`config.mk`:
```
export PLATFORM = sky130hd
export DESIGN_NAME = ps2_host_tx_flat
export DESIGN_NICKNAME = d
export VERILOG_FILES = /design/src/rtl/ps2_host_tx_if.sv /design/src/rtl/ps2_host_tx.sv /design/src/flat_wrapper.sv
export SDC_FILE = /design/constraint.sdc
export NUM_CORES = 1
export LEC_CHECK = 0
export ABC_AREA = 1
export BUFFER_PORTS_ARGS = -buffer_cell sky130_fd_sc_hd__buf_4
export CORE_MARGIN = 2
export CORE_UTILIZATION = 51
export CTS_CLUSTER_DIAMETER = 80
export DETAILED_ROUTE_END_ITERATION = 16
export GPL_ROUTABILITY_DRIVEN = 0
export GPL_TIMING_DRIVEN = 0
export PLACE_DENSITY_LB_ADDON = 0.05
export SLEW_MARGIN = 15
export SYNTH_ARGS = -nofsm -noshare
export SYNTH_HDL_FRONTEND = slang
export SYNTH_SLANG_ARGS = --single-unit
```
`constraint.sdc`:
```
create_clock -name CLK_50MHZ -period 2.1 [get_ports CLK_50MHZ]
set_input_delay 0.42 -clock CLK_50MHZ [delete_from_list [all_inputs] [get_ports CLK_50MHZ]]
set_output_delay 0.42 -clock CLK_50MHZ [all_outputs]
set_load 0.005 [all_outputs]
```
`src/rtl/ps2_host_tx_if.sv`:
```
// Command handshake plus open-drain PS/2 line controls for ps2_host_tx.
// master = command source / line model, slave = transmitter.
interface ps2_host_tx_if;
    logic [7:0] TX_DATA;
    logic       TX_VALID;
    logic       TX_READY;
    logic       BUSY;
    logic       DONE;
    logic       ACK_ERR;
    logic       TIMEOUT_ERR;
    logic       PS2CLK_IN;
    logic       PS2DATA_IN;
    logic       PS2CLK_OE;
    logic       PS2DATA_OE;

    modport master (
        output TX_DATA, TX_VALID, PS2CLK_IN, PS2DATA_IN,
        input  TX_READY, BUSY, DONE, ACK_ERR, TIMEOUT_ERR, PS2CLK_OE, PS2DATA_OE
    );

    modport slave (
        input  TX_DATA, TX_VALID, PS2CLK_IN, PS2DATA_IN,
        output TX_READY, BUSY, DONE, ACK_ERR, TIMEOUT_ERR, PS2CLK_OE, PS2DATA_OE
    );
endinterface

```
`src/rtl/ps2_host_tx.sv`:
```
// PS/2 host-to-device command transmitter: inhibit, start bit, 8 data + odd parity
// + stop shifted on device clock falls, then ACK check with start/frame timeouts.
module ps2_host_tx #(
    parameter int INHIBIT_CYCLES = 5000,
    parameter int START_TIMEOUT  = 750000,
    parameter int FRAME_TIMEOUT  = 100000
) (
    input  logic CLK_50MHZ,
    input  logic RST_N,
    ps2_host_tx_if.slave bus
);
    localparam int CNT_MAX0 = (START_TIMEOUT > FRAME_TIMEOUT) ? START_TIMEOUT : FRAME_TIMEOUT;
    localparam int CNT_MAX  = (CNT_MAX0 > INHIBIT_CYCLES) ? CNT_MAX0 : INHIBIT_CYCLES;
    localparam int CNT_W    = $clog2(CNT_MAX + 1);

    typedef enum logic [2:0] {
        S_IDLE, S_INHIBIT, S_REQ, S_SHIFT, S_ACKWAIT
    } state_t;

    state_t           r_state, w_state_nxt;
    logic             r_clk_s1, r_clk_s2, r_clk_d;
    logic             r_dat_s1, r_dat_s2;
    logic [CNT_W-1:0] r_cnt;
    logic [3:0]       r_bitn;
    logic [7:0]       r_data;
    logic             r_clk_oe, r_dat_oe;

    logic w_fall, w_accept, w_par, w_inh_last, w_start_tmo, w_frame_tmo;
    logic w_ack_edge, w_line_idle;
    logic w_ready, w_busy, w_done, w_ack_err, w_tmo;

    assign w_fall      = r_clk_d & ~r_clk_s2;
    assign w_accept    = bus.TX_VALID & w_ready;
    assign w_par       = ~^r_data;
    assign w_inh_last  = (r_cnt == CNT_W'(INHIBIT_CYCLES - 1));
    assign w_start_tmo = (r_cnt == CNT_W'(START_TIMEOUT));
    assign w_frame_tmo = (r_cnt == CNT_W'(FRAME_TIMEOUT));
    assign w_ack_edge  = w_fall & (r_bitn == 4'd10);
    assign w_line_idle = r_clk_s2 & r_dat_s2;

    // Synchronisers come out of reset at the idle (high) line level so reset
    // itself never looks like a clock fall.
    always_ff @(posedge CLK_50MHZ) begin
        if (!RST_N) begin
            r_clk_s1 <= 1'b1;
            r_clk_s2 <= 1'b1;
            r_clk_d  <= 1'b1;
            r_dat_s1 <= 1'b1;
            r_dat_s2 <= 1'b1;
        end else begin
            r_clk_s1 <= bus.PS2CLK_IN;
            r_clk_s2 <= r_clk_s1;
            r_clk_d  <= r_clk_s2;
            r_dat_s1 <= bus.PS2DATA_IN;
            r_dat_s2 <= r_dat_s1;
        end
    end

    always_ff @(posedge CLK_50MHZ) begin
        if (!RST_N) r_state <= S_IDLE;
        else        r_state <= w_state_nxt;
    end

    always_comb begin
        w_state_nxt = r_state;
        case (r_state)
            S_IDLE:    if (w_accept) w_state_nxt = S_INHIBIT;
            S_INHIBIT: if (w_inh_last) w_state_nxt = S_REQ;
            S_REQ: begin
                if (w_start_tmo) w_state_nxt = S_IDLE;
                else if (w_fall) w_state_nxt = S_SHIFT;
            end
            S_SHIFT: begin
                if (w_frame_tmo)     w_state_nxt = S_IDLE;
                else if (w_ack_edge) w_state_nxt = r_dat_s2 ? S_IDLE : S_ACKWAIT;
            end
            S_ACKWAIT: if (w_frame_tmo || w_line_idle) w_state_nxt = S_IDLE;
            default:   w_state_nxt = S_IDLE;
        endcase
    end

    // Status pulses fire in the last busy cycle, so TX_READY rises the cycle after.
    always_comb begin
        w_ready   = (r_state == S_IDLE);
        w_busy    = (r_state != S_IDLE);
        w_done    = (r_state == S_ACKWAIT) & ~w_frame_tmo & w_line_idle;
        w_ack_err = (r_state == S_SHIFT) & ~w_frame_tmo & w_ack_edge & r_dat_s2;
        w_tmo     = ((r_state == S_REQ) & w_start_tmo) |
                    (((r_state == S_SHIFT) | (r_state == S_ACKWAIT)) & w_frame_tmo);
    end

    // One counter serves as inhibit timer, start timer and frame timer.
    always_ff @(posedge CLK_50MHZ) begin
        if (!RST_N) begin
            r_clk_oe <= 1'b0;
            r_dat_oe <= 1'b0;
            r_cnt    <= '0;
            r_bitn   <= '0;
            r_data   <= '0;
        end else begin
            case (r_state)
                S_IDLE: begin
                    r_clk_oe <= 1'b0;
                    r_dat_oe <= 1'b0;
                    if (w_accept) begin
                        r_data   <= bus.TX_DATA;
                        r_cnt    <= '0;
                        r_clk_oe <= 1'b1;
                    end
                end
                S_INHIBIT: begin
                    r_cnt <= r_cnt + CNT_W'(1);
                    if (w_inh_last) begin
                        r_clk_oe <= 1'b0;
                        r_dat_oe <= 1'b1;
                        r_cnt    <= '0;
                    end
                end
                S_REQ: begin
                    if (w_start_tmo) begin
                        r_dat_oe <= 1'b0;
                    end else if (w_fall) begin
                        r_dat_oe <= ~r_data[0];
                        r_bitn   <= 4'd1;
                        r_cnt    <= '0;
                    end else begin
                        r_cnt <= r_cnt + CNT_W'(1);
                    end
                end
                S_SHIFT: begin
                    if (w_frame_tmo) begin
                        r_dat_oe <= 1'b0;
                    end else begin
                        r_cnt <= r_cnt + CNT_W'(1);
                        if (w_fall) begin
                            r_bitn <= r_bitn + 4'd1;
                            case (r_bitn)
                                4'd1, 4'd2, 4'd3, 4'd4,
                                4'd5, 4'd6, 4'd7: r_dat_oe <= ~r_data[r_bitn[2:0]];
                                4'd8:             r_dat_oe <= ~w_par;
                                default:          r_dat_oe <= 1'b0;
                            endcase
                        end
                    end
                end
                S_ACKWAIT: begin
                    r_dat_oe <= 1'b0;
                    r_cnt    <= r_cnt + CNT_W'(1);
                end
                default: begin
                    r_clk_oe <= 1'b0;
                    r_dat_oe <= 1'b0;
                end
            endcase
        end
    end

    assign bus.TX_READY    = w_ready;
    assign bus.BUSY        = w_busy;
    assign bus.DONE        = w_done;
    assign bus.ACK_ERR     = w_ack_err;
    assign bus.TIMEOUT_ERR = w_tmo;
    assign bus.PS2CLK_OE   = r_clk_oe;
    assign bus.PS2DATA_OE  = r_dat_oe;
endmodule

```
`src/flat_wrapper.sv`:
```
// flat-port wrapper written by rule: the top's interface ports become plain ports
module ps2_host_tx_flat 
#(
    parameter int INHIBIT_CYCLES = 5000,
    parameter int START_TIMEOUT  = 750000,
    parameter int FRAME_TIMEOUT  = 100000
)
  (CLK_50MHZ, RST_N, bus_TX_DATA, bus_TX_VALID, bus_PS2CLK_IN, bus_PS2DATA_IN, bus_TX_READY, bus_BUSY, bus_DONE, bus_ACK_ERR, bus_TIMEOUT_ERR, bus_PS2CLK_OE, bus_PS2DATA_OE);
  ps2_host_tx_if bus_i ();
  input  logic CLK_50MHZ;
  input  logic RST_N;
  input wire logic [$bits(bus_i.TX_DATA)-1:0] bus_TX_DATA;
  input wire logic [$bits(bus_i.TX_VALID)-1:0] bus_TX_VALID;
  input wire logic [$bits(bus_i.PS2CLK_IN)-1:0] bus_PS2CLK_IN;
  input wire logic [$bits(bus_i.PS2DATA_IN)-1:0] bus_PS2DATA_IN;
  output wire logic [$bits(bus_i.TX_READY)-1:0] bus_TX_READY;
  output wire logic [$bits(bus_i.BUSY)-1:0] bus_BUSY;
  output wire logic [$bits(bus_i.DONE)-1:0] bus_DONE;
  output wire logic [$bits(bus_i.ACK_ERR)-1:0] bus_ACK_ERR;
  output wire logic [$bits(bus_i.TIMEOUT_ERR)-1:0] bus_TIMEOUT_ERR;
  output wire logic [$bits(bus_i.PS2CLK_OE)-1:0] bus_PS2CLK_OE;
  output wire logic [$bits(bus_i.PS2DATA_OE)-1:0] bus_PS2DATA_OE;
  assign bus_i.TX_DATA = bus_TX_DATA;
  assign bus_i.TX_VALID = bus_TX_VALID;
  assign bus_i.PS2CLK_IN = bus_PS2CLK_IN;
  assign bus_i.PS2DATA_IN = bus_PS2DATA_IN;
  assign bus_TX_READY = bus_i.TX_READY;
  assign bus_BUSY = bus_i.BUSY;
  assign bus_DONE = bus_i.DONE;
  assign bus_ACK_ERR = bus_i.ACK_ERR;
  assign bus_TIMEOUT_ERR = bus_i.TIMEOUT_ERR;
  assign bus_PS2CLK_OE = bus_i.PS2CLK_OE;
  assign bus_PS2DATA_OE = bus_i.PS2DATA_OE;
  ps2_host_tx #(.INHIBIT_CYCLES(INHIBIT_CYCLES), .START_TIMEOUT(START_TIMEOUT), .FRAME_TIMEOUT(FRAME_TIMEOUT)) u_core (.CLK_50MHZ(CLK_50MHZ), .RST_N(RST_N), .bus(bus_i));
endmodule
```
### Word-level counts from Yosys, hierarchy flattened

Index checks and enable logic that the tools add are counted.
W data, S select, Z words.

| word-level totals | value |
|---|---|
| bits in registers | 42 |
| output and inout bits | 7 |
| logic and storage cells | 105 |

| cells by class | value |
|---|---|
| add/sub/neg operators | 2 |
| $lt $le $gt $ge | 1 |
| eq/ne operators | 26 |
| muxes and demuxes | 32 |
| bitwise logic cells | 19 |
| reduce and logical (&&, ||, !) cells | 14 |

Operators by type and width:

| operator | number |
|---|---|
| $mux W20 | 5 |
| $pmux W20 S5 | 1 |
| $mux W3 | 8 |
| $add A20 B1 Y20 const B | 1 |
| $eq A20 B13 Y1 const B | 1 |
| $eq A20 B17 Y1 const B | 1 |
| $eq A20 B20 Y1 const B | 1 |
| $eq A4 B3 Y1 const B | 4 |
| $mux W4 | 4 |
| $pmux W3 S5 | 1 |
| $and A1 B1 Y1 | 11 |
| $ne A2 B1 Y1 const B | 5 |
| $reduce_and A5 Y1 | 2 |
| $ne A3 B1 Y1 const B | 3 |
| $eq A4 B2 Y1 const B | 2 |
| $eq A4 B4 Y1 const B | 2 |
| $mux W1 | 8 |
| $pmux W4 S2 | 1 |
| $reduce_xnor A8 Y1 | 1 |
| $reduce_or A7 Y1 | 1 |
| $eq A3 B2 Y1 const B | 2 |
| $not A1 Y1 | 6 |
| $pmux W1 S3 | 2 |
| $reduce_bool A5 Y1 | 1 |
| 17 further kinds | 20 |

### Depth between registers and ports, before layout

Gate-level depths: netlist of run 1.

| depth | value |
|---|---|
| word-level depth | 7 |
| depth in mapped cells | 12 |
| gate-level depth less buffers | 12 |

### Worst setup path before layout of run 1

Ideal clock, no wire load.

| timing | value |
|---|---|
| kind | reg2reg |
| start point | register u_core.r_cnt[0] |
| end point | register u_core.r_cnt[0] |
| arrival | 1584 ps |
| required time | 2034 ps |
| setup slack | 450 ps |
| cell stages (with the launch flop) | 11 |
| path buffers | 1 |
| cell sequence | dfxtp_1 > inv_1 > ha_1 > nand2_1 > nor2_1 > nand4_1 > nand2_1 > nor2_2 > buf_4 > nand2_1 > a21oi_2 |

| on the way | value |
|---|---|
| longest elaborated chain between the ends | 4 |
| elaborated cells between the ends (all ways) | 12 |
| those cells by class | add/sub: 1; eq/ne: 5; mux: 5; reduce/logical: 1 |

Ends and longest elaborated chain:

| what | line | source |
|---|---|---|
| start: declaration | ps2_host_tx.sv:23 | `logic [CNT_W-1:0] r_cnt;` |
| start signal: assignment | ps2_host_tx.sv:112 | `r_cnt <= r_cnt + CNT_W'(1);` |
| start signal: assignment | ps2_host_tx.sv:127 | `r_cnt <= r_cnt + CNT_W'(1);` |
| start signal: assignment | ps2_host_tx.sv:134 | `r_cnt <= r_cnt + CNT_W'(1);` |
| $add A20 B1 Y20 | -- |  |
| $mux W20 | ps2_host_tx.sv:122 | `end else if (w_fall) begin` |
| $mux W20 | ps2_host_tx.sv:120 | `if (w_start_tmo) begin` |
| $pmux W20 S5 | ps2_host_tx.sv:101 | `case (r_state)` |

Parallel ways exist; a longest one is shown, timed or not. The select of a mux whose other input is x is not followed.
A chain may end at the register's enable or synchronous reset.

### Worst setup path in the final report of run 1

| timing | value |
|---|---|
| start point | register u_core.r_cnt[7] |
| end point | output bus_ACK_ERR |

| on the way | value |
|---|---|
| longest elaborated chain between the ends | 5 |

Ends and longest elaborated chain:

| what | line | source |
|---|---|---|
| $eq A20 B17 Y1 | ps2_host_tx.sv:37 | `assign w_frame_tmo = (r_cnt == CNT_W'(FRAME_TIMEOUT));` |
| $not A1 Y1 | ps2_host_tx.sv:87 | `w_ack_err = (r_state == S_SHIFT) & ~w_frame_tmo & w_ack_edge & r_dat_s2;` |
| $and A1 B1 Y1 (3 in series) | ps2_host_tx.sv:87 |  |
| end: declaration | flat_wrapper.sv:19 | `output wire logic [$bits(bus_i.ACK_ERR)-1:0] bus_ACK_ERR;` |

No other way between the ends.

==> impl_metrics.json, run 1 <==
{
  "status": "complete, no violations",
  "dieArea_mm2": 0.00607,
  "clockRootBuffer": "clkbuf_8",
  "fin_crit_sh": 0.954,
  "core_mm2": 0.00517,
  "fin_total_pwr_w": 0.00251,
  "cts_num_sinks": 42,
  "fillers": 509,
  "switchingPower_w": 0.00102,
  "clkTransAtPathRegs_ns": 0.09,
  "h-tree-depth": 2,
  "ys_ff_latch": 42,
  "p_per_area_mw_per_mm2": 788,
  "overflow": 0,
  "critPathLaunch": "u_core.r_cnt[7]",
  "worstPathArrival_ns": 1.58,
  "final_common_cell": "nand2_1",
  "diodes": 0,
  "wire_per_inst_um": 13.0,
  "final_util": 0.615,
  "endpoint_kind": "primary output",
  "start_util": 0.538,
  "min_period_ns": 2.00,
  "first_pass_iters": 5,
  "path_class": "register to primary output",
  "power_frac_clock": 0.209,
  "syn2layout_area_growth_pct": 14.3,
  "vias": 2900,
  "holdCritPathClass": "input pin to register",
  "grt_pass1_vias": 2536,
  "finClkSkew_ns": 0.00770,
  "track_usage": 0.250,
  "setup_viol": 0,
  "die_h_um": 77.9,
  "die_w_um": 77.9,
  "layout-drive-gt1-share": 0.179,
  "cts_buffers": 5,
  "hold_viol": 0,
  "regArea_um2": 856,
  "combPwrFrac": 0.401,
  "antenna_left": 0,
  "fmax_mhz": 499,
  "port_buffers": 19,
  "cp.required_ns": 1.68,
  "slew_violations": 0,
  "dpl.hpwl_mm": 5.42,
  "crit_fanout": 6,
  "multiInputGateArea_mm2": 0.00174,
  "vias_per_cell": 5.31,
  "p_int_w": 0.00149,
  "grt_pass1_wl_mm": 12.1,
  "avgSynthCellArea_um2": 6.24,
  "layout_common_cells": "nand2_1 (111), nor2_1 (64), nand3_1 (52), inv_1 (39), dfxtp_1 (36)",
  "insertion_delay_ns": 0.29,
  "holdPathStages": 2,
  "reg2reg_from": "u_core.r_cnt[1]",
  "rows": 26,
  "maxSlewHeadroom": 0.599,
  "grt_setup_unrepaired": "yes",
  "clockBufferDepth": 2,
  "ys_seq_area_frac": 0.302,
  "grt_max_degree": 15,
  "p_sw_frac": 0.408,
  "synth_area_mm2": 0.00278,
  "synth_cell_types": 35,
  "p_seq_frac": 0.389,
  "cts_hold_buf": 0,
  "tightest_slew_ns": 0.598,
  "reg2reg_depth": 10,
  "wirelength_mm": 7.11,
  "syn_inst": 446,
  "io_pins": 20,
  "start_kind": "register",
  "drt_first_iter_violations": 169,
  "cts_tree": "done",
  "drv_cap": 0,
  "synth_nets": 465,
  "ir_drop_mv": 0.533,
  "grt_antenna_before_repair": 0,
  "yosys_warnings": 0,
  "fin_nets": 494,
  "p_leak_nw": 1.29,
  "drcViolationCount": 0,
  "min-delay-start": "bus_PS2DATA_IN"
}
[what timing repair did]
| action | 4_1_cts | 5_1_grt |
|---|---|---|
| gates resized for setup | 12 | 12 |
| endpoints found under the setup margin | 3 | 18 |
| buffers inserted | 0 | 3 |
| pin swaps | 0 | 3 |
[registers in the layout, indices dropped and copies added, names as in the netlist]
register and count:
u_core.r_clk_s1 1, u_core.r_clk_s2 1, u_core.r_data 8, u_core.bus.PS2DATA_OE 1
u_core.r_dat_s1 1, u_core.r_bitn 4, u_core.r_state 3, u_core.r_dat_s2 1
u_core.r_clk_d 1, u_core.r_cnt 20, u_core.bus.PS2CLK_OE 1
[logic make-up (layout without fill, tap and decap cells)]
family,after synthesis,in the layout,synth area share
compound gates,53,53,0.102
xor+xnor,7,7,0.0220
fa+ha+maj,6,6,0.0270
buf+inv,57,87,0.0858
flops,42,42,0.302
simple gates,281,281,0.461
[cell type report]
class | count | share of cell area
multi-input combinational | 347 | 0.547
sequential | 42 | 0.269
tap | 70 | 0.0275
clock inverter | 3 | 0.00669
inverter | 49 | 0.0586
timing repair buffer | 22 | 0.0519
clock buffer | 5 | 0.0216
buffer | 8 | 0.0173
[critical path, cell delays in order, from the launching register on]
cell,delay [ns]
dfxtp_2,0.38
inv_1,0.06
nor2_2,0.12
nand3_1,0.10
nor2_2,0.16
nand3_2,0.16
nand2_2,0.13
nor2_1,0.05
buf_4,0.13
[power groups by stage]
| stage | logic, W | registers [W] | clock network (W) |
|---|---|---|---|
| 6_report | 0.00101 | 0.000976 | 0.000525 |
| 5_1_grt | 0.00115 | 0.000988 | 0.000572 |
| 4_1_cts | 0.000993 | 0.000974 | 0.000541 |
| 3_5_place_dp | 0.000984 | 0.000988 | 0 |
| 3_3_place_gp | 0.000970 | 0.000988 | 0 |
| 2_1_floorplan | 0.000731 | 0.000969 | 0 |
[final timing paths]
| kind | endpoint | slack, ns |
|---|---|---|
| worst max register to register | u_core.r_cnt[18] | 0.22 |
| worst min-delay path | u_core.r_dat_s1 | 0.31 |
| worst min register to register | u_core.r_dat_s2 | 0.42 |
| worst max-delay path | bus_ACK_ERR | 0.1 |
[synth_stat cells, drive strengths merged]
cell | instances | area share
a21oi | 31 | 0.060
a31oi | 2 | 0.0045
buf | 5 | 0.014
clkbuf | 3 | 0.0045
clkinv | 1 | 0.0013
dfxtp | 42 | 0.30
ha | 6 | 0.027
inv | 48 | 0.066
nand2 | 118 | 0.16
nand3 | 53 | 0.095
nand3b | 2 | 0.0099
nand4 | 15 | 0.036
nor2 | 76 | 0.12
nor3 | 10 | 0.022
nor4 | 1 | 0.0022
o21ai | 18 | 0.032
o21bai | 2 | 0.0054
or2 | 6 | 0.013
xnor2 | 2 | 0.0063
xor2 | 5 | 0.016
[routing by layer]
layer | track usage | vias up | part of all wire
li1 | - | 1511 | -
met1 | 0.377 | 1323 | 0.51
met2 | 0.374 | 64 | 0.43
met3 | 0.0384 | 2 | 0.061
met4 | 0.0500 | 0 | 0.0030
met5 | 0 | - | 0
[metrics by stage]
stage	worst slack, ns	cell area [µm²]	TNS, ns	hold slack [ns]	std cells
6_report	0.0970	3180	0	0.310	546
5_1_grt	-0.0302	3180	-0.0302	0.294	546
4_1_cts	0.0142	3120	0	0.301	543
3_5_place_dp	0.0387	3010	0	0.402	535
3_3_place_gp	0.0558	3010	0	0.400	535
2_1_floorplan	0.450	2780	0	0.393	446
No activity file was read; power rests on OpenSTA's default activity.
==> inputs of run 2 (changes only) <==
--- a/config.mk
+++ b/config.mk
@@ -13,7 +13,7 @@
 export DETAILED_ROUTE_END_ITERATION = 16
 export GPL_ROUTABILITY_DRIVEN = 0
 export GPL_TIMING_DRIVEN = 0
-export PLACE_DENSITY_LB_ADDON = 0.05
+export PLACE_DENSITY = 0.69
 export SLEW_MARGIN = 15
 export SYNTH_ARGS = -nofsm -noshare
 export SYNTH_HDL_FRONTEND = slang
==> impl_metrics.json, run 2 (same netlist as run 1, synthesis figures left out) <==
{
  "drcViolationCount": 0,
  "overflow": 0,
  "min_period_ns": 2.06,
  "rows": 26,
  "slowest_delay_ns": 0.30,
  "cp.required_ns": 1.68,
  "grt_max_degree": 14,
  "core_mm2": 0.00517,
  "cts_hold_buf": 0,
  "fmax_mhz": 486,
  "cts_tree": "done",
  "grt_antenna_before_repair": 0,
  "drv_cap": 0,
  "clockRootBuffer": "clkbuf_8",
  "status": "complete, no violations",
  "io_pins": 20,
  "hold_viol": 0,
  "antenna_left": 0,
  "vias": 3000,
  "drt_first_iter_violations": 245,
  "layout_common_cells": "nand2_1 (111), nor2_1 (63), nand3_1 (52), inv_1 (38), dfxtp_1 (31)",
  "die_w_um": 77.9,
  "insertion_delay_ns": 0.30,
  "wire_per_inst_um": 13.7,
  "die_h_um": 77.9,
  "start_util": 0.538,
  "worstPathCellList": "buf_2 -> nor2_1 -> nand3_1 -> nor2_2 -> nand4_1 -> o21ai_2 -> buf_4",
  "clockBufferDepth": 2,
  "post_dp_cell_area_mm2": 0.00301,
  "syn2layout_area_growth_pct": 17.0,
  "grt_pass1_vias": 2591,
  "setup_viol": 0,
  "start_kind": "register",
  "p_per_area_mw_per_mm2": 861,
  "layout-drive-gt1-share": 0.193,
  "finClkSkew_ns": 0.00985,
  "port_buffers": 19,
  "p_seq_frac": 0.346,
  "top_register": "u_core.r_cnt",
  "worst_path_max_delay_cell": "dfxtp_1",
  "holdCritPathClass": "input pin to register",
  "fin_nets": 494,
  "path_class": "register to primary output",
  "h-tree-depth": 2,
  "p_int_w": 0.00176,
  "wirelength_mm": 7.46,
  "cts_buffers": 5,
  "clkTransAtPathRegs_ns": 0.09,
  "dieArea_mm2": 0.00607,
  "stdcell_area_mm2": 0.00326,
  "p_sw_frac": 0.372,
  "track_usage": 0.255,
  "diodes": 0,
  "final_common_cell": "nand2_1",
  "p_leak_nw": 1.32,
  "largest_reg_flops": 20,
  "crit_fanout": 8,
  "worstPathArrival_ns": 1.64,
  "combPwrFrac": 0.366,
  "power_frac_clock": 0.287,
  "cts_num_sinks": 42,
  "vias_per_cell": 5.49,
  "grt_pass1_wl_mm": 12.3,
  "maxSlewHeadroom": 0.604,
  "switchingPower_w": 0.00105,
  "endpoint_kind": "primary output",
  "ir_drop_mv": 0.577,
  "fin_crit_sh": 0.980,
  "stdcell_count": 546,
  "slew_violations": 0,
  "dpl.hpwl_mm": 5.52,
  "first_pass_iters": 5,
  "tightest_slew_ns": 0.590,
  "reg_top3": "u_core.r_cnt x20, u_core.r_data x8, u_core.r_bitn x4",
  "holdWs_ns": 0.302,
  "dp.cells": 535
}
[run 2: stage by stage]
stage | TNS (ns) | setup slack [ns] | utilization | total power, W
CTS | 0 | 0.00122 | 0.614 | 0.00277
global route | -0.0412 | -0.0412 | 0.630 | 0.00300
global placement | 0 | 0.0435 | 0.583 | 0.00196
finish | 0 | 0.0415 | 0.630 | 0.00281
floorplan | 0 | 0.450 | - | 0.00170
detailed placement | 0 | 0.0331 | 0.583 | 0.00197
[run 2: repair_timing]
| action | in CTS | in global routing |
|---|---|---|
| gates resized for setup | 7 | 26 |
| endpoints found under the setup margin | 3 | 12 |
| buffers inserted | 1 | 2 |
| cloned | 0 | 0 |
| pin swaps | 1 | 3 |
[run 2: routing by layer]
| layer | share of wire | GRT usage | vias up |
|---|---|---|---|
| met2 | 0.42 | 0.359 | 116 |
| met4 | 0.023 | 0.0804 | 0 |
| met5 | 0 | 0 | - |
| met1 | 0.48 | 0.384 | 1349 |
| met3 | 0.071 | 0.0523 | 21 |
| li1 | - | - | 1514 |
[run 2: path summary, 6_finish.rpt]
kind | start | end | slack, ns | cells after the start
worst max-delay path | u_core.r_cnt[15] | bus_TIMEOUT_ERR | 0.04 | 7
worst min-delay path | bus_PS2CLK_IN | u_core.r_clk_s1 | 0.30 | 2
worst max register to register | u_core.r_cnt[0] | u_core.r_cnt[9] | 0.16 | 10
worst min register to register | u_core.r_dat_s1 | u_core.r_dat_s2 | 0.43 | 1
[run 2: worst max-delay path: cells and delay by family, from the launching register on]
| family | cells | cell delay, ns |
|---|---|---|
| AOI/OAI and AO/OA | 1 | 0.14 |
| buffers and inverters | 2 | 0.30 |
| DFF | 1 | 0.30 |
| and+or+nand+nor | 4 | 0.60 |
[run 2: final cells by class]
class	count	area, µm²
buffer	8	52.6
clock buffer	6	82.6
clock inverter	2	60.1
fill	515	1910
inverter	49	186
multi-input combinational	347	1760
sequential	42	862
tap	70	87.6
timing repair buffer	22	165
[run 2: power groups by stage]
stage	Combinational, W	Sequential (W)	Clock (W)
after floorplan	0.000731	0.000969	0
after global placement	0.000973	0.000986	0
after detailed placement	0.000981	0.000991	0
after CTS	0.000987	0.000974	0.000814
after global routing	0.00117	0.000984	0.000848
final	0.00103	0.000971	0.000807
